[config.mk]
export PLATFORM = sky130hd
export DESIGN_NAME = fp_mult_pipe_flat
export DESIGN_NICKNAME = d
export VERILOG_FILES = /design/src/rtl/fp_mult_pkg.sv /design/src/rtl/fp_mult_if.sv /design/src/rtl/fp_mult_round.sv /design/src/rtl/fp_mult_pipe.sv /design/src/flat_wrapper.sv
export SDC_FILE = /design/constraint.sdc
export NUM_CORES = 2
export LEC_CHECK = 0
export ABC_AREA = 1
export CORE_UTILIZATION = 40
export CTS_BUF_LIST = sky130_fd_sc_hd__clkbuf_16
export DETAILED_ROUTE_END_ITERATION = 8
export GPL_TIMING_DRIVEN = 0
export SLEW_MARGIN = 40
export SYNTH_ARGS = -nofsm -noshare
export SYNTH_HDL_FRONTEND = slang
export SYNTH_HIERARCHICAL = 1
export SYNTH_SLANG_ARGS = --single-unit
[constraint.sdc]
create_clock -name clk -period 15.9 [get_ports clk]
set_clock_uncertainty 0.1 [all_clocks]
set_input_delay 4.77 -clock clk [delete_from_list [all_inputs] [get_ports clk]]
set_output_delay 4.77 -clock clk [all_outputs]
set_load 0.03 [all_outputs]
[src/rtl/fp_mult_pkg.sv]
// Shared types and helpers for the pipelined IEEE-754 multiplier.
package fp_mult_pkg;

  typedef enum logic [1:0] {ZERO, NORM, INF, NAN} fp_class_e;

  localparam int NFLAGS  = 3;
  localparam int FLG_INV = 2;
  localparam int FLG_OVF = 1;
  localparam int FLG_UNF = 0;

  function automatic int bias(input int exp_w);
    return (1 << (exp_w - 1)) - 1;
  endfunction

  // Canonical quiet NaN: positive, all-ones exponent, fraction MSB only.
  function automatic logic [63:0] qnan(input int exp_w, input int frac_w);
    return (((64'd1 << exp_w) - 64'd1) << frac_w) | (64'd1 << (frac_w - 1));
  endfunction

endpackage

[src/rtl/fp_mult_if.sv]
// Operand-issue / result-writeback handshake bundle for fp_mult_pipe.
interface fp_mult_if #(
  parameter int EXP_W  = 8,
  parameter int FRAC_W = 23,
  parameter int TAG_W  = 4
);
  import fp_mult_pkg::*;

  localparam int W = 1 + EXP_W + FRAC_W;

  logic              in_valid;
  logic              in_ready;
  logic [W-1:0]      in_a;
  logic [W-1:0]      in_b;
  logic [TAG_W-1:0]  in_tag;
  logic              out_valid;
  logic              out_ready;
  logic [W-1:0]      out_result;
  logic [TAG_W-1:0]  out_tag;
  logic [NFLAGS-1:0] out_flags;

  modport master (
    output in_valid, in_a, in_b, in_tag, out_ready,
    input  in_ready, out_valid, out_result, out_tag, out_flags
  );

  modport slave (
    input  in_valid, in_a, in_b, in_tag, out_ready,
    output in_ready, out_valid, out_result, out_tag, out_flags
  );

endinterface

[src/rtl/fp_mult_round.sv]
// Normalise, round-to-nearest-even, range check and pack a raw significand product.
module fp_mult_round
  import fp_mult_pkg::*;
#(
  parameter int EXP_W  = 8,
  parameter int FRAC_W = 23
) (
  input  logic [2*FRAC_W+1:0]      prod_i,
  input  logic signed [EXP_W+1:0]  exp_i,
  input  logic                     sign_i,
  output logic [EXP_W+FRAC_W:0]    result_o,
  output logic [NFLAGS-1:0]        flags_o
);
  localparam int PW  = 2 * FRAC_W + 2;
  localparam int EW2 = EXP_W + 2;
  localparam logic signed [EW2-1:0] EMAX  = EW2'((1 << EXP_W) - 1);
  localparam logic signed [EW2-1:0] EZERO = '0;

  logic                  msb;
  logic [PW-1:0]         norm;
  logic [FRAC_W:0]       sig;
  logic                  guard;
  logic                  sticky;
  logic                  rnd_up;
  logic [FRAC_W+1:0]     sig_r;
  logic signed [EW2-1:0] e_n;
  logic signed [EW2-1:0] e_r;
  logic [FRAC_W-1:0]     frac;

  // Left-align so the hidden bit always lands in the top position.
  assign msb    = prod_i[PW-1];
  assign norm   = msb ? prod_i : (prod_i << 1);
  assign sig    = norm[PW-1 -: FRAC_W+1];
  assign guard  = norm[FRAC_W];
  assign sticky = |norm[FRAC_W-1:0];
  assign rnd_up = guard & (sticky | sig[0]);
  assign sig_r  = {1'b0, sig} + {{(FRAC_W+1){1'b0}}, rnd_up};

  assign e_n  = exp_i + $signed({{(EW2-1){1'b0}}, msb});
  assign e_r  = e_n + $signed({{(EW2-1){1'b0}}, sig_r[FRAC_W+1]});
  assign frac = sig_r[FRAC_W+1] ? sig_r[FRAC_W:1] : sig_r[FRAC_W-1:0];

  always_comb begin
    flags_o = '0;
    if (e_r >= EMAX) begin
      result_o         = {sign_i, {EXP_W{1'b1}}, {FRAC_W{1'b0}}};
      flags_o[FLG_OVF] = 1'b1;
    end else if (e_r <= EZERO) begin
      result_o         = {sign_i, {(EXP_W+FRAC_W){1'b0}}};
      flags_o[FLG_UNF] = 1'b1;
    end else begin
      result_o = {sign_i, e_r[EXP_W-1:0], frac};
    end
  end

endmodule

[src/rtl/fp_mult_pipe.sv]
// Three-stage IEEE-754 multiplier (classify / multiply / round) with a global-stall handshake.
module fp_mult_pipe
  import fp_mult_pkg::*;
#(
  parameter int EXP_W  = 8,
  parameter int FRAC_W = 23,
  parameter int TAG_W  = 4
) (
  input logic      clk,
  input logic      rst,
  fp_mult_if.slave bus
);
  localparam int W   = 1 + EXP_W + FRAC_W;
  localparam int EW2 = EXP_W + 2;
  localparam int MW  = FRAC_W + 1;
  localparam int PW  = 2 * MW;
  localparam logic [W-1:0]   QNAN   = W'(qnan(EXP_W, FRAC_W));
  localparam logic [EW2-1:0] BIAS_X = EW2'(bias(EXP_W));

  function automatic fp_class_e classify(input logic [EXP_W-1:0] e, input logic [FRAC_W-1:0] f);
    if (e == '0) return ZERO;
    if (&e) return (f == '0) ? INF : NAN;
    return NORM;
  endfunction

  logic                  advance;
  fp_class_e             ca, cb;
  logic                  inv;
  logic                  sign_d;
  logic                  spec_d;
  logic [W-1:0]          sres_d;
  logic [NFLAGS-1:0]     sflg_d;
  logic signed [EW2-1:0] exp_d;
  logic [MW-1:0]         ma_d, mb_d;
  logic [PW-1:0]         prod_d;
  logic [W-1:0]          rnd_result;
  logic [NFLAGS-1:0]     rnd_flags;

  logic                  s1_valid_q, s1_sign_q, s1_spec_q;
  logic signed [EW2-1:0] s1_exp_q;
  logic [MW-1:0]         s1_ma_q, s1_mb_q;
  logic [W-1:0]          s1_sres_q;
  logic [NFLAGS-1:0]     s1_sflg_q;
  logic [TAG_W-1:0]      s1_tag_q;

  logic                  s2_valid_q, s2_sign_q, s2_spec_q;
  logic signed [EW2-1:0] s2_exp_q;
  logic [PW-1:0]         s2_prod_q;
  logic [W-1:0]          s2_sres_q;
  logic [NFLAGS-1:0]     s2_sflg_q;
  logic [TAG_W-1:0]      s2_tag_q;

  logic                  out_valid_q;
  logic [W-1:0]          out_result_q;
  logic [NFLAGS-1:0]     out_flags_q;
  logic [TAG_W-1:0]      out_tag_q;

  assign advance = !out_valid_q || bus.out_ready;

  assign ca     = classify(bus.in_a[W-2 -: EXP_W], bus.in_a[FRAC_W-1:0]);
  assign cb     = classify(bus.in_b[W-2 -: EXP_W], bus.in_b[FRAC_W-1:0]);
  assign inv    = (ca == INF && cb == ZERO) || (ca == ZERO && cb == INF);
  assign sign_d = bus.in_a[W-1] ^ bus.in_b[W-1];
  assign ma_d   = {1'b1, bus.in_a[FRAC_W-1:0]};
  assign mb_d   = {1'b1, bus.in_b[FRAC_W-1:0]};
  assign exp_d  = $signed({2'b00, bus.in_a[W-2 -: EXP_W]})
                + $signed({2'b00, bus.in_b[W-2 -: EXP_W]}) - $signed(BIAS_X);
  assign prod_d = PW'(s1_ma_q) * PW'(s1_mb_q);

  // Special operands bypass the arithmetic; the result is fixed here in S1.
  always_comb begin
    spec_d = 1'b1;
    sres_d = '0;
    sflg_d = '0;
    if (inv || ca == NAN || cb == NAN) begin
      sres_d          = QNAN;
      sflg_d[FLG_INV] = inv;
    end else if (ca == INF || cb == INF) begin
      sres_d = {sign_d, {EXP_W{1'b1}}, {FRAC_W{1'b0}}};
    end else if (ca == ZERO || cb == ZERO) begin
      sres_d = {sign_d, {(W-1){1'b0}}};
    end else begin
      spec_d = 1'b0;
    end
  end

  fp_mult_round #(.EXP_W(EXP_W), .FRAC_W(FRAC_W)) u_round (
    .prod_i   (s2_prod_q),
    .exp_i    (s2_exp_q),
    .sign_i   (s2_sign_q),
    .result_o (rnd_result),
    .flags_o  (rnd_flags)
  );

  always_ff @(posedge clk or posedge rst) begin
    if (rst) begin
      s1_valid_q   <= 1'b0;
      s1_sign_q    <= 1'b0;
      s1_spec_q    <= 1'b0;
      s1_exp_q     <= '0;
      s1_ma_q      <= '0;
      s1_mb_q      <= '0;
      s1_sres_q    <= '0;
      s1_sflg_q    <= '0;
      s1_tag_q     <= '0;
      s2_valid_q   <= 1'b0;
      s2_sign_q    <= 1'b0;
      s2_spec_q    <= 1'b0;
      s2_exp_q     <= '0;
      s2_prod_q    <= '0;
      s2_sres_q    <= '0;
      s2_sflg_q    <= '0;
      s2_tag_q     <= '0;
      out_valid_q  <= 1'b0;
      out_result_q <= '0;
      out_flags_q  <= '0;
      out_tag_q    <= '0;
    end else if (advance) begin
      s1_valid_q   <= bus.in_valid;
      s1_sign_q    <= sign_d;
      s1_spec_q    <= spec_d;
      s1_exp_q     <= exp_d;
      s1_ma_q      <= ma_d;
      s1_mb_q      <= mb_d;
      s1_sres_q    <= sres_d;
      s1_sflg_q    <= sflg_d;
      s1_tag_q     <= bus.in_tag;
      s2_valid_q   <= s1_valid_q;
      s2_sign_q    <= s1_sign_q;
      s2_spec_q    <= s1_spec_q;
      s2_exp_q     <= s1_exp_q;
      s2_prod_q    <= prod_d;
      s2_sres_q    <= s1_sres_q;
      s2_sflg_q    <= s1_sflg_q;
      s2_tag_q     <= s1_tag_q;
      out_valid_q  <= s2_valid_q;
      out_result_q <= s2_spec_q ? s2_sres_q : rnd_result;
      out_flags_q  <= s2_spec_q ? s2_sflg_q : rnd_flags;
      out_tag_q    <= s2_tag_q;
    end
  end

  assign bus.in_ready   = advance;
  assign bus.out_valid  = out_valid_q;
  assign bus.out_result = out_result_q;
  assign bus.out_flags  = out_flags_q;
  assign bus.out_tag    = out_tag_q;

endmodule
[src/flat_wrapper.sv]
// flat-port wrapper written by rule: the top's interface ports become plain ports
module fp_mult_pipe_flat import fp_mult_pkg::*;
#(
  parameter int EXP_W  = 8,
  parameter int FRAC_W = 23,
  parameter int TAG_W  = 4
)
  (clk, rst, bus_in_valid, bus_in_a, bus_in_b, bus_in_tag, bus_out_ready, bus_in_ready, bus_out_valid, bus_out_result, bus_out_tag, bus_out_flags);
  fp_mult_if #(.EXP_W(EXP_W), .FRAC_W(FRAC_W), .TAG_W(TAG_W)) bus_i ();
  input logic clk;
  input logic rst;
  input wire logic [$bits(bus_i.in_valid)-1:0] bus_in_valid;
  input wire logic [$bits(bus_i.in_a)-1:0] bus_in_a;
  input wire logic [$bits(bus_i.in_b)-1:0] bus_in_b;
  input wire logic [$bits(bus_i.in_tag)-1:0] bus_in_tag;
  input wire logic [$bits(bus_i.out_ready)-1:0] bus_out_ready;
  output wire logic [$bits(bus_i.in_ready)-1:0] bus_in_ready;
  output wire logic [$bits(bus_i.out_valid)-1:0] bus_out_valid;
  output wire logic [$bits(bus_i.out_result)-1:0] bus_out_result;
  output wire logic [$bits(bus_i.out_tag)-1:0] bus_out_tag;
  output wire logic [$bits(bus_i.out_flags)-1:0] bus_out_flags;
  assign bus_i.in_valid = bus_in_valid;
  assign bus_i.in_a = bus_in_a;
  assign bus_i.in_b = bus_in_b;
  assign bus_i.in_tag = bus_in_tag;
  assign bus_i.out_ready = bus_out_ready;
  assign bus_in_ready = bus_i.in_ready;
  assign bus_out_valid = bus_i.out_valid;
  assign bus_out_result = bus_i.out_result;
  assign bus_out_tag = bus_i.out_tag;
  assign bus_out_flags = bus_i.out_flags;
  fp_mult_pipe #(.EXP_W(EXP_W), .FRAC_W(FRAC_W), .TAG_W(TAG_W)) u_core (.clk(clk), .rst(rst), .bus(bus_i));
endmodule
# Word-level counts from Yosys, hierarchy flattened
# Index checks and enable logic that the tools add are counted.
classes:
  addsub: 5
  mul: 1
  div: 0
  magnitude_cmp: 2
  n_eq_ne: 4
  shifts: 0
  muxes: 32
  bitwise_logic: 3
  reduce_logical: 18
ops:
  columns: ["op", "n"]
  rows:
  - ["$mux 32", 4]
  - ["$mux 31", 2]
  - ["$mul 24x24->48", 1]
  - ["$mux 48", 1]
  - ["$logic_not 23->1", 2]
  - ["$add 24x1->25", 1]
  - ["$mux 23", 1]
  - ["$reduce_or 23->1", 1]
  - ["$add 10x2->10", 2]
  - ["$logic_not 8->1", 2]
  - ["$mux 2", 8]
  - ["$reduce_and 8->1", 2]
  - ["$mux 1", 15]
  - ["$ge 10x9->1 const B", 1]
  - ["$le 10x1->1 const B", 1]
  - ["$sub 10x8->10 const B", 1]
  - ["$add 8x8->9", 1]
  - ["$eq 2x2->1 const B", 4]
  - ["$logic_or 1x1->1", 6]
  - ["$logic_not 2->1", 2]
  - ["$mux 3", 1]
  - ["$logic_and 1x1->1", 2]
  - ["$and 1x1->1", 1]
  - ["$logic_not 1->1", 1]
  - ["other kinds (2)", 2]
totals:
  reg_bits: 236
  latchBits: 0
  mem_bits_rw: 0
  romBits: 0
  inputBits: 72
  output_inout_bits: 41
  elab_cells: 86
  mem_count: 0

# Depth between registers and ports, before layout
logic_depth:
  depth_word: 11
  ltp_mapped: 32
  mapped_depth_nobuf: 30

# Cells and area by module
# Netlist, hierarchy kept.
modules_own_cells:
  columns: ["module", "instances", "cells_per_inst", "area_per_inst_um2", "seq_area_each_um2"]
  rows:
  - ["fp_mult_pipe", 1, 3748, 28070.7, 4429.2]
  - ["fp_mult_round", 1, 455, 2118.3, 0.0]

# Worst setup path after synthesis
# No wires, ideal clock.
synth_timing:
  kind: "input port to output port"
  start: "input port bus_out_ready"
  end: "output port bus_in_ready"
  arrival_time_ns: 5.538
  required_time_ns: 11.030
  setup_slack_ns: 5.492
  cell_stages: 4
  n_path_buf: 2
  path_cell_list: "nor2_1 buf_2 inv_2 clkbuf_1"
synth_via:
  elab_chain_len: 1
synth_lines:
  columns: ["item", "line", "text"]
  rows:
  - ["start: declaration", "flat_wrapper.sv:16", "input wire logic [$bits(bus_i.out_ready)-1:0] bus_out_ready;"]
  - ["$logic_or 1x1->1", "fp_mult_pipe.sv:58", "assign advance = !out_valid_q || bus.out_ready;"]
  - ["end: declaration", "flat_wrapper.sv:17", "output wire logic [$bits(bus_i.in_ready)-1:0] bus_in_ready;"]
# Every way passes these cells.

# Final worst setup path
# Ends and elaborated chain as after synthesis.

==> qor.csv <==
stage,metric,value,unit
layout,fin_nets,5086,
layout,antenna_cells,0,
global_route,grt_overflow,0,
setup_path,r2r_cells,29,
floorplanning,fp.dieW,276.7,um
synth,synth.area.top_cells,"fa_1 32%, nand2_1 17%, dfrtp_1 15%",
synth,synth_nets,4951,
floorplanning,die_area,76570,sq um
setup_path,crit_fanout,10,
setup_path,crit_required,11030,ps
clock_network,clk_latency,490,ps
clock_network,numCtsBuffers,17,
clock_network,cts_resized,0,
detailed_routing,first_pass_iters,6,
clock_network,cts_tree,done,
clock_network,root_buffer,clkbuf_16,
placement,io_buffers,112,
job,drv_cap,0,
clock_network,post_cts_buffers,0,
status,status,"finished, final reports clean",
detailed_routing,final_antenna_net_count,0,
detailed_routing,postRouteWirelength,98300,um
detailed_routing,detail_route.vias_per_cell,4.842,
worst_hold_path,holdPathEnd,u_core/bus.out_valid,
synth,synthesis.area,30190,sq um
floorplanning,pin_count,113,
floorplanning,initial_core_util,40.48,%
sta,setup_viol,0,
setup_path,critPathKind,in -> out,
layout,area_growth,10.17,%
synth,synth_common_cells,"1403 x nand2_1, 1096 x inv_1, 484 x fa_1, 192 x ha_1, 183 x nor2_1",
sta,rsz0062_at_grt,false,
floorplanning,die_h,276.7,um
setup_path,crit_family,buffers and inverters,
sta,final_max_slew_viol_count,0,
synth,yosysWarnings,6,
synth,yosysSeqAreaShare,14.67,%
detailed_routing,drc,0,
setup_path,r2r_end,u_core/s2_prod_q[39],
sta,setup-tns-final,0,ps
detailed_routing,drtIter0Drc,1981,
synth,synth.distinct_cells,39,
layout,fillers,7732,
clock_network,clk_pin_slew,80,ps
sta,period_share,76.16,%
worst_hold_path,hp-start,u_core/s2_valid_q,
global_route,first_global_vias,26230,
synth,synth_edf_count,0,
sta,worst_slew_pin_slew,935.7,ps
worst_hold_path,holdPathStages,1,
setup_path,cp_slowest_cell,clkdlybuf4s50_1,
placement,hpwlAfterDp,84000,um
setup_path,cp-end-kind,output port,
synth,syn_avg_cell_area,7.183,sq um
clock_network,clk_path_buf_depth,2,
floorplanning,std_cell_rows,100,
clock_network,numClockSinks,177,
floorplanning,core-area,74570,sq um
synth,yosysMostFrequentCell,nand2_1,
sta,hold_viol,0,
setup_path,startpoint_type,input port,
detailed_routing,vias,25760,
synth,synth_ff_type,dfrtp_1,
clock_network,cts_hold_buf,0,
sta,whs,370.0,ps
detailed_routing,routedWlPerCell,18.48,um
setup_path,timing.rr.start,u_core/s1_mb_q[3],
synth,synthArstFlopShare,100.0,%
setup_path,crit_buf_inv,5,
setup_path,critPathMaxStageDelay,690,ps
layout,drive_gt1_share,4.183,%
global_route,grt_use_total,26.66,%
synth,synth-seq-cells,177,
sta,fin_crit,12110,ps
clock_network,cts.htree.levels,4,
global_route,grt_max_degree,77,
global_route,antenna_found_initial,1,
layout,utilization,44.60,%
global_route,grt_first_pass_wirelength,154700,um
setup_path,rrSetupSlack,8360,ps
setup_path,cp.arrival,7240,ps
synth,yosys.area.top_type,fa_1,
synth,syn-instance-count,4203,
setup_path,critPathMostFrequentCell,clkdlybuf4s50_1,
synth,synth_top_area_share,32.10,%
worst_hold_path,min_path_type,reg -> reg,
sta,fmaxAchievable,82.58,MHz
sta,slew_headroom,37.62,%
setup_path,cp_cell_sequence,clkdlybuf4s50_1 -> nor2_1 -> buf_2 -> inv_2 -> clkbuf_1 -> clkdlybuf4s50_1,
placement,gp_congestion,0.9942,
-- cells by family (layout without fill, tap and decap cells) --
| kind of cell | after synthesis | after routing | synth area share [%] |
|---|---|---|---|
| buffers and inverters | 1308 | 1456 | 16.60 |
| XOR/XNOR | 30 | 30 | 0.8704 |
| AO/OA/AOI/OAI | 189 | 189 | 3.328 |
| flip-flops | 177 | 177 | 14.67 |
| AND/OR/NAND/NOR | 1822 | 1822 | 24.47 |
| adder cells (fa/ha/maj) | 676 | 676 | 40.05 |
| other | 1 | 1 | 0.01242 |
-- flip-flops by register name, summed over array words and instances, names as in the netlist, 3 cells and up --
register,count
u_core/s2_prod_q,48
u_core/bus.out_result,32
u_core/s1_ma_q,24
u_core/s1_mb_q,23
u_core/s1_exp_q,10
u_core/s2_exp_q,10
u_core/bus.out_tag,4
u_core/s1_tag_q,4
u_core/s2_tag_q,4
u_core/bus.out_flags,3
u_core/s1_sres_q,3
u_core/s2_sres_q,3
-- stage by stage --
stage          instance area (sq um)  worst slack [ps]  cells
2_1_floorplan                  30190              5492   4203
3_3_place_gp                   32520              3499   5284
3_5_place_dp                   32590              3807   5286
4_1_cts                        33240              3798   5318
5_1_grt                        33260              3725   5320
6_report                       33260              3790   5320
-- how the worst max path moves through the flow --
stage          cells past startpoint           from  slack, ps                   end
6_report                           6  bus_out_ready       3790          bus_in_ready
5_1_grt                            6  bus_out_ready       3720          bus_in_ready
4_1_cts                            6  bus_out_ready       3800          bus_in_ready
3_5_place_dp                       6  bus_out_ready       3810          bus_in_ready
3_3_place_gp                       2            rst       3500  u_core/s2_prod_q[13]
2_1_floorplan                      4  bus_out_ready       5490          bus_in_ready
-- per-layer routing --
layer,up-vias,share of wire (%),track usage [%]
li1,12220,-,-
met1,12580,44,35.97
met2,774,46,43.01
met3,182,6.4,4.117
met4,0,4.0,10.46
met5,-,0,0
-- layout by cell type, fill, tap and decap left out, types with 3 or more instances in the layout --
cell type        Yosys  layout
o21bai_1             6       6
buf_6                7       8
o21ai_2              5       5
nand2_2             28      28
nand2_1           1403    1403
nor3_1              10      10
buf_2               22      22
clkbuf_16            0      17
clkbuf_2             0       3
clkinv_1             5       5
inv_8                0       3
nand4_1             25      25
buf_4                5       6
inv_1             1096    1095
xor2_1               9       9
nand3_1            110     110
fa_1               484     484
nand3_2             14      14
clkdlybuf4s50_1      0     112
o21ai_0             91      91
o21ai_1             13      13
xnor2_1             21      21
inv_2               12      12
a21oi_1             67      67
clkinv_8             0       7
dfrtp_1            177     177
or2_2                9       9
o211ai_1             3       3
nor2_1             183     183
ha_1               192     192
nor2_2              26      26
nor2_4               9       9
clkbuf_1           158     155
-- area by class of cell --
cell class	count	area, sq um	area share [%]
multi-input combinational	2718	20750	62.39
buffer	194	830.8	2.498
inverter	1114	4192	12.60
timing repair buffer	116	1195	3.593
sequential	177	4429	13.32
tap	969	1212	3.645
clock buffer	17	425.4	1.279
clock inverter	15	225.2	0.6772
Power is left out: the tool's default activity adds up to more than one toggle a clock period on the data nets, which glitch-free logic cannot reach.
